### src/rtl/spi_slave_phy.sv
// SPI mode-0 slave front end: pin synchronisers, MOSI deserialiser, MISO
// serialiser and frame control, all running in the system clock domain.
module spi_slave_phy #(
    parameter int DATA_WIDTH  = 8,
    parameter int SYNC_STAGES = 2
) (
    input  logic                  i_clk,
    input  logic                  i_rst_n,
    input  logic                  i_sclk,
    input  logic                  i_cs,
    input  logic                  i_mosi,
    output logic                  o_miso,
    output logic [DATA_WIDTH-1:0] o_rx_data,
    output logic                  o_wr,
    input  logic [DATA_WIDTH-1:0] i_tx_data,
    output logic                  o_oe,
    output logic                  o_frame_start,
    output logic                  o_frame_end,
    output logic                  o_busy
);

    localparam int CW = (DATA_WIDTH > 1) ? $clog2(DATA_WIDTH) : 1;
    localparam int FW = $clog2(SYNC_STAGES + 2);
    localparam logic [CW-1:0] LAST_BIT = CW'(DATA_WIDTH - 1);
    localparam logic [FW-1:0] FLUSHED  = FW'(SYNC_STAGES + 1);

    typedef enum logic [1:0] {
        S_IDLE,
        S_WAIT_IDLE,
        S_LOAD,
        S_XFER
    } state_t;

    state_t r_state, w_state_next;

    logic [SYNC_STAGES-1:0] r_sclk_sync, r_cs_sync, r_mosi_sync;
    logic                   r_sclk_prev, r_cs_prev;
    logic [FW-1:0]          r_flush_cnt;

    logic [DATA_WIDTH-1:0]  r_rx_shift, r_rx_data, r_tx_shift, r_tx_hold;
    logic [CW-1:0]          r_bit_cnt;
    logic                   r_wr, r_hold_pend;

    logic w_sclk_s, w_cs_s, w_mosi_s;
    logic w_sclk_rise, w_sclk_fall, w_cs_fall, w_cs_rise;
    logic w_ready, w_busy, w_xfer_ok;
    logic w_frame_start, w_frame_end;
    logic [DATA_WIDTH-1:0] w_hold_next;

    assign w_sclk_s    = r_sclk_sync[SYNC_STAGES-1];
    assign w_cs_s      = r_cs_sync[SYNC_STAGES-1];
    assign w_mosi_s    = r_mosi_sync[SYNC_STAGES-1];
    assign w_sclk_rise = w_sclk_s & ~r_sclk_prev;
    assign w_sclk_fall = ~w_sclk_s & r_sclk_prev;
    assign w_cs_fall   = ~w_cs_s & r_cs_prev;
    assign w_cs_rise   = w_cs_s & ~r_cs_prev;
    // Edges are only trusted once the synchroniser and previous-value flops
    // hold real pin values rather than their reset fill.
    assign w_ready     = (r_flush_cnt == FLUSHED);
    assign w_busy      = (r_state == S_LOAD) || (r_state == S_XFER);
    // cs rising in the same cycle as an sclk edge ends the frame; the edge is dropped.
    assign w_xfer_ok   = (r_state == S_XFER) && !w_cs_rise;
    // At exactly 4x oversampling the word-boundary fall can coincide with the
    // cycle tx_hold is being captured, so take the buffer data directly then.
    assign w_hold_next = r_hold_pend ? i_tx_data : r_tx_hold;

    // Pin synchronisers, edge-detect history and post-reset flush counter
    always_ff @(posedge i_clk or negedge i_rst_n) begin
        if (!i_rst_n) begin
            r_sclk_sync <= '0;
            r_cs_sync   <= '1;
            r_mosi_sync <= '0;
            r_sclk_prev <= 1'b0;
            r_cs_prev   <= 1'b1;
            r_flush_cnt <= '0;
        end else begin
            r_sclk_sync <= {r_sclk_sync[SYNC_STAGES-2:0], i_sclk};
            r_cs_sync   <= {r_cs_sync[SYNC_STAGES-2:0], i_cs};
            r_mosi_sync <= {r_mosi_sync[SYNC_STAGES-2:0], i_mosi};
            r_sclk_prev <= w_sclk_s;
            r_cs_prev   <= w_cs_s;
            if (!w_ready) r_flush_cnt <= r_flush_cnt + 1'b1;
        end
    end

    // Frame state register
    always_ff @(posedge i_clk or negedge i_rst_n) begin
        if (!i_rst_n) r_state <= S_IDLE;
        else          r_state <= w_state_next;
    end

    // Next-state decode and frame strobes
    always_comb begin
        w_state_next  = r_state;
        w_frame_start = 1'b0;
        w_frame_end   = 1'b0;
        case (r_state)
            S_IDLE: begin
                if (w_ready) begin
                    if (w_cs_fall) begin
                        w_frame_start = 1'b1;
                        w_state_next  = S_LOAD;
                    end else if (!w_cs_s) begin
                        w_state_next  = S_WAIT_IDLE;
                    end
                end
            end
            S_WAIT_IDLE: begin
                if (w_cs_s) w_state_next = S_IDLE;
            end
            S_LOAD: begin
                if (w_cs_rise) begin
                    w_frame_end  = 1'b1;
                    w_state_next = S_IDLE;
                end else begin
                    w_state_next = S_XFER;
                end
            end
            S_XFER: begin
                if (w_cs_rise) begin
                    w_frame_end  = 1'b1;
                    w_state_next = S_IDLE;
                end
            end
            default: w_state_next = S_IDLE;
        endcase
    end

    // Shift registers, bit counter, word strobe and tx hold register
    always_ff @(posedge i_clk or negedge i_rst_n) begin
        if (!i_rst_n) begin
            r_rx_shift  <= '0;
            r_rx_data   <= '0;
            r_tx_shift  <= '0;
            r_tx_hold   <= '0;
            r_bit_cnt   <= '0;
            r_wr        <= 1'b0;
            r_hold_pend <= 1'b0;
        end else begin
            r_wr        <= 1'b0;
            r_hold_pend <= r_wr;
            if (r_hold_pend) r_tx_hold <= i_tx_data;
            if (r_state == S_LOAD) r_tx_shift <= i_tx_data;
            if (w_frame_end) r_bit_cnt <= '0;
            if (w_xfer_ok && w_sclk_rise) begin
                r_rx_shift <= {r_rx_shift[DATA_WIDTH-2:0], w_mosi_s};
                if (r_bit_cnt == LAST_BIT) begin
                    r_bit_cnt <= '0;
                    r_rx_data <= {r_rx_shift[DATA_WIDTH-2:0], w_mosi_s};
                    r_wr      <= 1'b1;
                end else begin
                    r_bit_cnt <= r_bit_cnt + 1'b1;
                end
            end
            if (w_xfer_ok && w_sclk_fall) begin
                if (r_bit_cnt == '0) r_tx_shift <= w_hold_next;
                else                 r_tx_shift <= {r_tx_shift[DATA_WIDTH-2:0], 1'b0};
            end
        end
    end

    assign o_rx_data     = r_rx_data;
    assign o_wr          = r_wr;
    assign o_oe          = w_frame_start | r_wr;
    assign o_frame_start = w_frame_start;
    assign o_frame_end   = w_frame_end;
    assign o_busy        = w_busy;
    assign o_miso        = w_busy & r_tx_shift[DATA_WIDTH-1];

endmodule

### config.mk
export PLATFORM = sky130hd
export DESIGN_NAME = spi_slave_phy
export DESIGN_NICKNAME = d
export VERILOG_FILES = /design/src/rtl/spi_slave_phy.sv
export SDC_FILE = /design/constraint.sdc
export NUM_CORES = 1
export LEC_CHECK = 0
export BUFFER_PORTS_ARGS = -buffer_cell sky130_fd_sc_hd__buf_2
export CAP_MARGIN = 0
export CORE_AREA = 2 2 64 66
export DETAILED_ROUTE_END_ITERATION = 6
export DIE_AREA = 0 0 66 68
export GPL_TIMING_DRIVEN = 0
export PLACE_DENSITY = 0.86
export SLEW_MARGIN = 20
export SYNTH_ARGS = -nofsm -noshare
export SYNTH_HDL_FRONTEND = slang
export SYNTH_SLANG_ARGS = --single-unit
### constraint.sdc
create_clock -name i_clk -period 1.77 [get_ports i_clk]
set_clock_uncertainty 0.15 [all_clocks]
set_input_delay 0.354 -clock i_clk [delete_from_list [all_inputs] [get_ports i_clk]]
set_output_delay 0.354 -clock i_clk [all_outputs]
set_load 0.01 [all_outputs]
==> flow_summary.json, run 1 <==
{
  "outcome": "finished with violations",
  "violations": "setup timing",
  "critPathBufInv": 1,
  "synth_edf_count": 0,
  "root_buffer": "clkbuf_8",
  "critPathKind": "reg -> out",
  "io_buffers": 26,
  "gp_congestion": 0.7402,
  "drt-total-wl_um": 3533,
  "worst_path_max_delay_cell": "dfrtp_1",
  "die_area_um2": 4488,
  "clkSinkCount": 48,
  "finalInstanceArea_um2": 2495,
  "place_ws_ns": 0.05166,
  "ff2ff_setup_slack_ns": 0.07,
  "irDropWorstVdd_mv": 0.5493,
  "final_max_slew_viol_count": 0,
  "worst_slew_pin_slew_ns": 0.5768,
  "wl_met2_um": 1845,
  "viasPerCell": 5.236,
  "fmax_ghz": 0.5349,
  "ant_nets": 0,
  "hpwl_um": 2396,
  "hold_viol": 0,
  "grt_pass1_vias": 1273,
  "cts_tree": "built",
  "top_layer": "met4",
  "htree_levels": 2,
  "fin_crit_sh_pct": 105.6,
  "cp-start-kind": "flip-flop",
  "postPlaceCellArea_um2": 2281,
  "syn_area_per_cell_um2": 14.26,
  "final.min_clock_period_ns": 1.869,
  "critical_path.top_delay_family": "flip-flops",
  "die_w_um": 66,
  "ys_ff_latch": 48,
  "ys_async_sr_fraction_pct": 100.0,
  "grt_overflow": 0,
  "io_pins": 27,
  "core_area_um2": 3856,
  "cap_violations": 0,
  "start_util_pct": 53.99,
  "worstPathMaxFanout": 2,
  "grt_pass1_wl_um": 5858,
  "finalWorstSetupSlack_ns": -0.09941,
  "insertion_delay_ns": 0.30,
  "crit_arrival_ns": 1.37,
  "grtUsageTotal_pct": 17.63,
  "cp.required_ns": 1.27,
  "drtPass1Iterations": 4,
  "drc_errors": 0,
  "hold_path_class": "in -> reg",
  "ys_warn_count": 0,
  "wl_per_cell_um": 14.91,
  "synth.area.top_cells": "dfrtp_1 54%, mux2i_1 11%, mux2_2 9.2%, mux2_4 5.0%, dfstp_2 3.8%",
  "critPathMaxStageDelay_ns": 0.43,
  "p_seq_share_pct": 51.1,
  "swShare_pct": 26.35,
  "antenna_cells": 0,
  "numCtsBuffers": 5,
  "drt_iter0_drc": 27,
  "nNetsFinal": 203,
  "wirelength_met1_um": 1469,
  "area_growth_pct": 19.83,
  "synth.distinct_cells": 35,
  "end_kind": "primary output",
  "relSlewSlack_pct": 61.54,
  "met3_wirelength_um": 149,
  "die_h_um": 68,
  "cp_cell_sequence": "ha_4 -> nand2_4 -> nor4_4 -> or2_4 -> buf_6",
  "combPwrFrac_pct": 20.3,
  "path_clk_slew_ns": 0.08,
  "layout-drive-gt1-share_pct": 42.25,
  "rows": 23,
  "grt_max_degree": 49,
  "p_per_area_nw_per_um2": 1073,
  "p_leak_nw": 1.281,
  "pwr-share-clk_pct": 28.6,
  "final-setup-viol-count": 2,
  "cts_max_path_buffers": 2,
  "synth-main-ff-cell": "dfrtp_1",
  "rsz0062_at_grt": "yes",
  "synth.most_common_cell": "dfrtp_1",
  "p_int_mw": 1.971,
  "syn_area_um2": 2082,
  "antenna_found_initial": 0,
  "syn-num-nets": 163,
  "synth_top_area_share_pct": 54.09,
  "netSwitchingPower_mw": 0.7053,
  "synthTopCellsByCount": "45 x dfrtp_1, 22 x mux2i_1, 17 x mux2_2",
  "synth-seq-area-share_pct": 57.87,
  "yosysTopAreaCell": "dfrtp_1",
  "vias": 1241,
  "syn_inst": 146
}
## timing repair
| item | CTS | global route |
|---|---|---|
| hold endpoints to repair | 1 | 46 |
| buffers inserted | 4 | 0 |
| endpoints found under the setup margin | 3 | 7 |
| pin swaps | 1 | 4 |
| cloned | 0 | 0 |
| hold buffers | 1 | 2 |
| gates resized for setup | 5 | 5 |
## path summary, 6_finish.rpt
path | start | endpoint | cells past startpoint
max | r_flush_cnt[0] | o_oe | 5
min | i_mosi | r_mosi_sync[0] | 1
max reg2reg | r_cs_sync[1] | r_rx_shift[3] | 5
min reg2reg | r_sclk_sync[0] | r_sclk_sync[1] | 0
max in group asynchronous | i_rst_n | r_bit_cnt[2] | 2
min in group asynchronous | i_rst_n | r_flush_cnt[0] | 2
## kinds of logic after synthesis
kind of cell	share of synthesized area (%)
DFF	57.87
muxes	24.82
and+or+nand+nor	8.775
buffers and inverters	3.245
AOI/OAI and AO/OA	2.464
adders and majority gates	2.404
xor gates and xnor gates	0.4207
## routing by layer
layer / vias up / GRT usage, %
met2: 28 / 31.69
met3: 7 / 4.441
met4: 0 / 6.122
li1: 587 / -
met1: 619 / 20.70
met5: - / 0
## state kept, by name, summed over array words and instances (netlist names)
| register | flops |
|---|---|
| r_state | 2 |
| r_cs_sync | 2 |
| r_hold_pend | 1 |
| o_rx_data | 8 |
| r_bit_cnt | 3 |
| r_rx_shift | 7 |
| r_cs_prev | 1 |
| o_wr | 1 |
| r_tx_hold | 8 |
| r_flush_cnt | 2 |
| r_mosi_sync | 2 |
| r_tx_shift | 8 |
| r_sclk_sync | 2 |
| r_sclk_prev | 1 |
## layout by cell type (no fill, tap or decap), drive strengths merged, types with 2 or more instances in the layout
master,instances
mux2,24
mux2i,22
nand2b,3
and2,2
dfrtp,45
dlygate4sd3,3
ha,4
o21ai,3
nor2b,2
dfstp,3
nand2,7
clkbuf,9
nand4,3
inv,7
buf,33
## power by group through the flow
stage	clock network (mW)	logic, mW	registers (mW)
floorplan	0	0.409	1.36
global route	0.844	0.595	1.39
finish	0.765	0.543	1.37
CTS	0.784	0.541	1.37
detailed placement	0	0.524	1.39
global placement	0	0.498	1.38
## metrics by stage
stage	setup TNS [ns]	utilization [%]	std cells	hold slack (ns)	power (mW)
6_report	-0.1036	64.70	237	0.01783	2.676
4_1_cts	-0.1051	63.60	235	0.0003835	2.691
5_1_grt	-0.2635	64.70	237	0.00003650	2.831
3_5_place_dp	0	59.15	222	0.1917	1.916
2_1_floorplan	0	-	146	-0.09159	1.768
3_3_place_gp	0	59.15	222	0.1839	1.879
## layout make-up
cell class | instances | area [um2]
fill | 306 | 1361
sequential | 48 | 1205
multi-input combinational | 85 | 847.1
timing repair buffer | 33 | 205.2
clock buffer | 6 | 72.57
tap | 50 | 62.56
buffer | 6 | 41.29
clock inverter | 2 | 35.03
inverter | 7 | 26.28
Power figures use the tool's default switching activity.
==> run 2: changes to the inputs <==
Settings changed: SETUP_SLACK_MARGIN from default to 0.2.
==> run 2 against run 1 <==
  * The run still ends with setup timing left
  * Power is 6.6% higher
  * Via count is 13% higher
  * Die area stayed put
  * Largest cell class unchanged
  * Largest power group unchanged
==> flow_summary.json, run 2 (synthesis gave the netlist of run 1 again) <==
{
  "root_buffer": "clkbuf_8",
  "io_buffers": 26,
  "grt_pass1_vias": 1477,
  "io_pins": 27,
  "insertion_delay_ns": 0.30,
  "final_max_slew_viol_count": 0,
  "worstPathMaxFanout": 2,
  "cap_violations": 0,
  "fillers": 216,
  "antenna_cells": 0,
  "grt_overflow": 0,
  "violations": "setup timing",
  "outcome": "finished with violations",
  "worst_slew_pin_slew_ns": 0.5822,
  "multiInputGateArea_um2": 962.2,
  "ff2ff_setup_slack_ns": -0.08,
  "end_kind": "primary output",
  "die_h_um": 68,
  "ant_nets": 0,
  "vias": 1405,
  "postPlaceCellArea_um2": 2292,
  "final_common_cell": "dfrtp_1",
  "layout-drive-gt1-share_pct": 57.14,
  "drt_iter0_drc": 26,
  "nNetsFinal": 233,
  "fin_crit_sh_pct": 106.6,
  "hpwl_um": 2358,
  "cts_tree": "built",
  "hold_viol": 0,
  "fin_util_pct": 76.18,
  "cp-start-kind": "flip-flop",
  "viasPerCell": 5.262,
  "irDropWorstVdd_mv": 0.7256,
  "gp_congestion": 0.7298,
  "p_leak_nw": 1.494,
  "grtUsageTotal_pct": 22.26,
  "seqCellArea_um2": 1205,
  "drc_errors": 0,
  "place_ws_ns": 0.05979,
  "numCtsBuffers": 5,
  "final_cells": 267,
  "clkSinkCount": 48,
  "relSlewSlack_pct": 61.19,
  "crit_arrival_ns": 1.38,
  "die_w_um": 66,
  "antenna_found_initial": 0,
  "final.min_clock_period_ns": 1.887,
  "rsz0062_at_grt": "yes",
  "cts_max_path_buffers": 2,
  "grt_pass1_wl_um": 7231,
  "final_cell_mix": "45 x dfrtp_1, 23 x buf_2, 23 x buf_6",
  "whs_ns": 0.01281,
  "fmax_ghz": 0.5298,
  "htree_levels": 2,
  "critPathKind": "reg -> out",
  "core_area_um2": 3856,
  "path_clk_slew_ns": 0.08,
  "start_util_pct": 53.99,
  "rows": 23,
  "cp.required_ns": 1.27,
  "die_area_um2": 4488,
  "grt_max_degree": 49,
  "finalInstanceArea_um2": 2938,
  "dp.cells": 222,
  "tns_ns": -0.3635,
  "drtPass1Iterations": 4,
  "area_growth_pct": 41.11,
  "final-setup-viol-count": 5,
  "wl_per_cell_um": 17.26,
  "hold_path_class": "in -> reg",
  "drt-total-wl_um": 4609,
  "finalWorstSetupSlack_ns": -0.1174,
  "p_per_area_nw_per_um2": 970.9,
  "power.total_mw": 2.852
}
[run 2: cell types whose count changed in the layout (fill, tap and decap cells not counted), moves of 3 or more]
cell and change:
buf_6 +19, buf_4 +10, mux2_2 -8, mux2_4 +8, ha_1 -3, o21ai_0 -3
[run 2: power by group]
group	internal (mW)	total [mW]	switching, mW
Clock	0.316	0.672	0.356
Sequential	1.26	1.38	0.116
Combinational	0.460	0.803	0.343
Total	2.04	2.85	0.814
[run 2: timing repair]
item	CTS	global route
setup endpoints to repair	26	33
pin swaps	12	5
resized for setup	54	9
gates cloned	1	0
hold buffers	2	1
buffers inserted	24	9
hold endpoints to repair	2	45
[run 2: worst paths after layout]
kind	to	cells past startpoint	start
setup / recovery	o_oe	4	r_cs_prev
max in group asynchronous	r_tx_shift[4]	2	i_rst_n
hold / removal	r_mosi_sync[0]	1	i_mosi
setup reg to reg	r_bit_cnt[1]	10	r_cs_prev
min in group asynchronous	r_sclk_prev	2	i_rst_n
hold reg to reg	r_sclk_sync[1]	0	r_sclk_sync[0]
[run 2: layout make-up]
cell class | instances | share of cell area (%)
Buffer | 6 | 1.704
Clock buffer | 6 | 2.811
Clock inverter | 2 | 0.5111
Inverter | 7 | 1.065
Multi-Input combinational cell | 85 | 32.75
Sequential cell | 48 | 41.01
Tap cell | 50 | 2.129
Timing Repair Buffer | 63 | 18.02
[run 2: critical path, stage by stage, from the launching register on]
cell	delay, ns
dfstp_2	0.59
nand2_4	0.07
nor4_4	0.16
or2_4	0.17
buf_6	0.09
[run 2: routing by layer]
layer | vias up | track usage, % | wire (um)
met5 | - | 0 | 0
met4 | 0 | 11.48 | 162
met3 | 18 | 4.441 | 162
met2 | 34 | 38.51 | 2354
met1 | 702 | 26.62 | 1930
li1 | 651 | - | -
==> run 3: changes to the inputs <==
Settings changed: SKIP_CTS_REPAIR_TIMING from default to 1.
==> run 3 against run 2 <==
  * Power down 2.9%
  * Flip-flop and latch count unchanged
  * The run still ends with setup timing left
  * Cell count fell by 6.0%
  * Clock-buffer cell count is the same
  * Final area decreased by 7.6%
  * Critical path depth is the same
  * Combinational power shrank 12%
  * Register-to-register slack improved by 0.04 ns
  * Sequential power about the same
  * Clock power is essentially flat
  * First-iteration DRC count up 96%
  * Routed wire length is 10% lower
==> flow_summary.json, run 3 (synthesis gave the netlist of run 1 again) <==
{
  "die_area_um2": 4488,
  "end_kind": "primary output",
  "worstRegToRegCells": 5,
  "p_per_area_nw_per_um2": 1021,
  "io_pins": 27,
  "hold_path_class": "in -> reg",
  "die_h_um": 68,
  "grt_max_degree": 49,
  "drtPass1Iterations": 4,
  "r2r_end": "r_rx_shift[0]",
  "antenna_found_initial": 0,
  "wl_per_cell_um": 16.47,
  "drt_iter0_drc": 51,
  "final-setup-viol-count": 15,
  "io_buffers": 26,
  "layout-drive-gt1-share_pct": 51.74,
  "clkSinkCount": 48,
  "fillers": 254,
  "fmax_ghz": 0.5281,
  "grt_pass1_vias": 1260,
  "core_area_um2": 3856,
  "hold_viol": 0,
  "cts_tree": "built",
  "path_clk_slew_ns": 0.08,
  "nNetsFinal": 217,
  "ant_nets": 0,
  "cap_violations": 0,
  "r2r-start": "r_cs_prev",
  "insertion_delay_ns": 0.30,
  "viasPerCell": 5.275,
  "gp_congestion": 0.7298,
  "irDropWorstVdd_mv": 0.7284,
  "finalInstanceArea_um2": 2714,
  "antenna_cells": 0,
  "ff2ff_setup_slack_ns": -0.04,
  "dp.cells": 222,
  "worstHoldStart": "i_sclk",
  "rsz0062_at_grt": "yes",
  "whs_ns": 0.002753,
  "final_cells": 251,
  "root_buffer": "clkbuf_8",
  "violations": "setup timing",
  "p_leak_nw": 1.374,
  "place_ws_ns": 0.05979,
  "drc_errors": 0,
  "final.min_clock_period_ns": 1.894,
  "cp.required_ns": 1.27,
  "rows": 23,
  "grtUsageTotal_pct": 17.47,
  "crit_arrival_ns": 1.39,
  "area_growth_pct": 30.35,
  "final_max_slew_viol_count": 0,
  "relSlewSlack_pct": 62.65,
  "drt-total-wl_um": 4134,
  "die_w_um": 66,
  "start_util_pct": 53.99,
  "outcome": "finished with violations",
  "vias": 1324,
  "htree_levels": 2,
  "final_cell_mix": "44 x dfrtp_1, 24 x buf_2, 21 x mux2i_1",
  "worstPathMaxFanout": 5,
  "tns_ns": -0.4798,
  "grt_pass1_wl_um": 5789,
  "fin_crit_sh_pct": 107.0,
  "finalWorstSetupSlack_ns": -0.1235,
  "holdPathEnd": "r_sclk_sync[0]",
  "postPlaceCellArea_um2": 2292,
  "final_common_cell": "dfrtp_1",
  "critPathKind": "reg -> out",
  "hpwl_um": 2358,
  "cp-start-kind": "flip-flop",
  "whs_path_depth": 1,
  "grt_overflow": 0,
  "worst_slew_pin_slew_ns": 0.5602,
  "numCtsBuffers": 5,
  "cts_max_path_buffers": 2
}
-- run 3: changes by cell type in the layout (fill, tap and decap cells not counted), moves of 2 or more --
cell,previous run,this run
buf_4,15,17
nand2_1,4,6
o21ai_0,0,3
o21ai_1,2,0
buf_6,23,6
-- run 3: report_power, final --
part / leakage [nW] / internal, mW / switching (mW) / total [mW]
logic: 0.718 / 0.403 / 0.305 / 0.708
clock network: 0.0434 / 0.316 / 0.359 / 0.675
registers: 0.613 / 1.26 / 0.124 / 1.39
total: 1.37 / 1.98 / 0.788 / 2.77
-- run 3: critical path, cell delays in order (launching register included) --
cell and delay [ns]:
dfstp_2 0.61, nand2_4 0.07, nor4_4 0.15, or2_4 0.16
buf_6 0.09
-- run 3: cell type report --
class | instances | area (um2) | area share (%)
Tap cell | 50 | 62.56 | 2.305
Buffer | 6 | 51.30 | 1.890
Clock buffer | 6 | 82.58 | 3.043
Timing Repair Buffer | 46 | 322.8 | 11.89
Multi-Input combinational cell | 86 | 947.2 | 34.90
Inverter | 7 | 26.28 | 0.9682
Sequential cell | 48 | 1206 | 44.44
Clock inverter | 2 | 15.01 | 0.5533
-- run 3: worst max path at each step --
stage                         startpoint       endpoint  slack (ns)
after floorplan                r_cs_prev  r_rx_shift[0]        0.19
after global placement    r_flush_cnt[0]           o_oe        0.12
after detailed placement  r_flush_cnt[0]           o_oe        0.06
after CTS                 r_flush_cnt[0]           o_oe       -0.27
after global routing           r_cs_prev           o_oe       -0.16
final                          r_cs_prev           o_oe       -0.12
-- run 3: layer usage --
metal	track usage (%)	up-vias	wire, um
met5	0	-	0
li1	-	619	-
met1	21.40	664	1748
met4	8.418	0	93
met2	29.67	31	2122
met3	3.783	10	170
-- run 3: per-stage QoR --
stage | total power [mW] | utilization (%)
final | 2.770 | 70.38
after global routing | 2.918 | 70.38
after CTS | 2.596 | 61.97
after detailed placement | 1.927 | 59.44
after global placement | 1.884 | 59.44
after floorplan | 1.773 | -
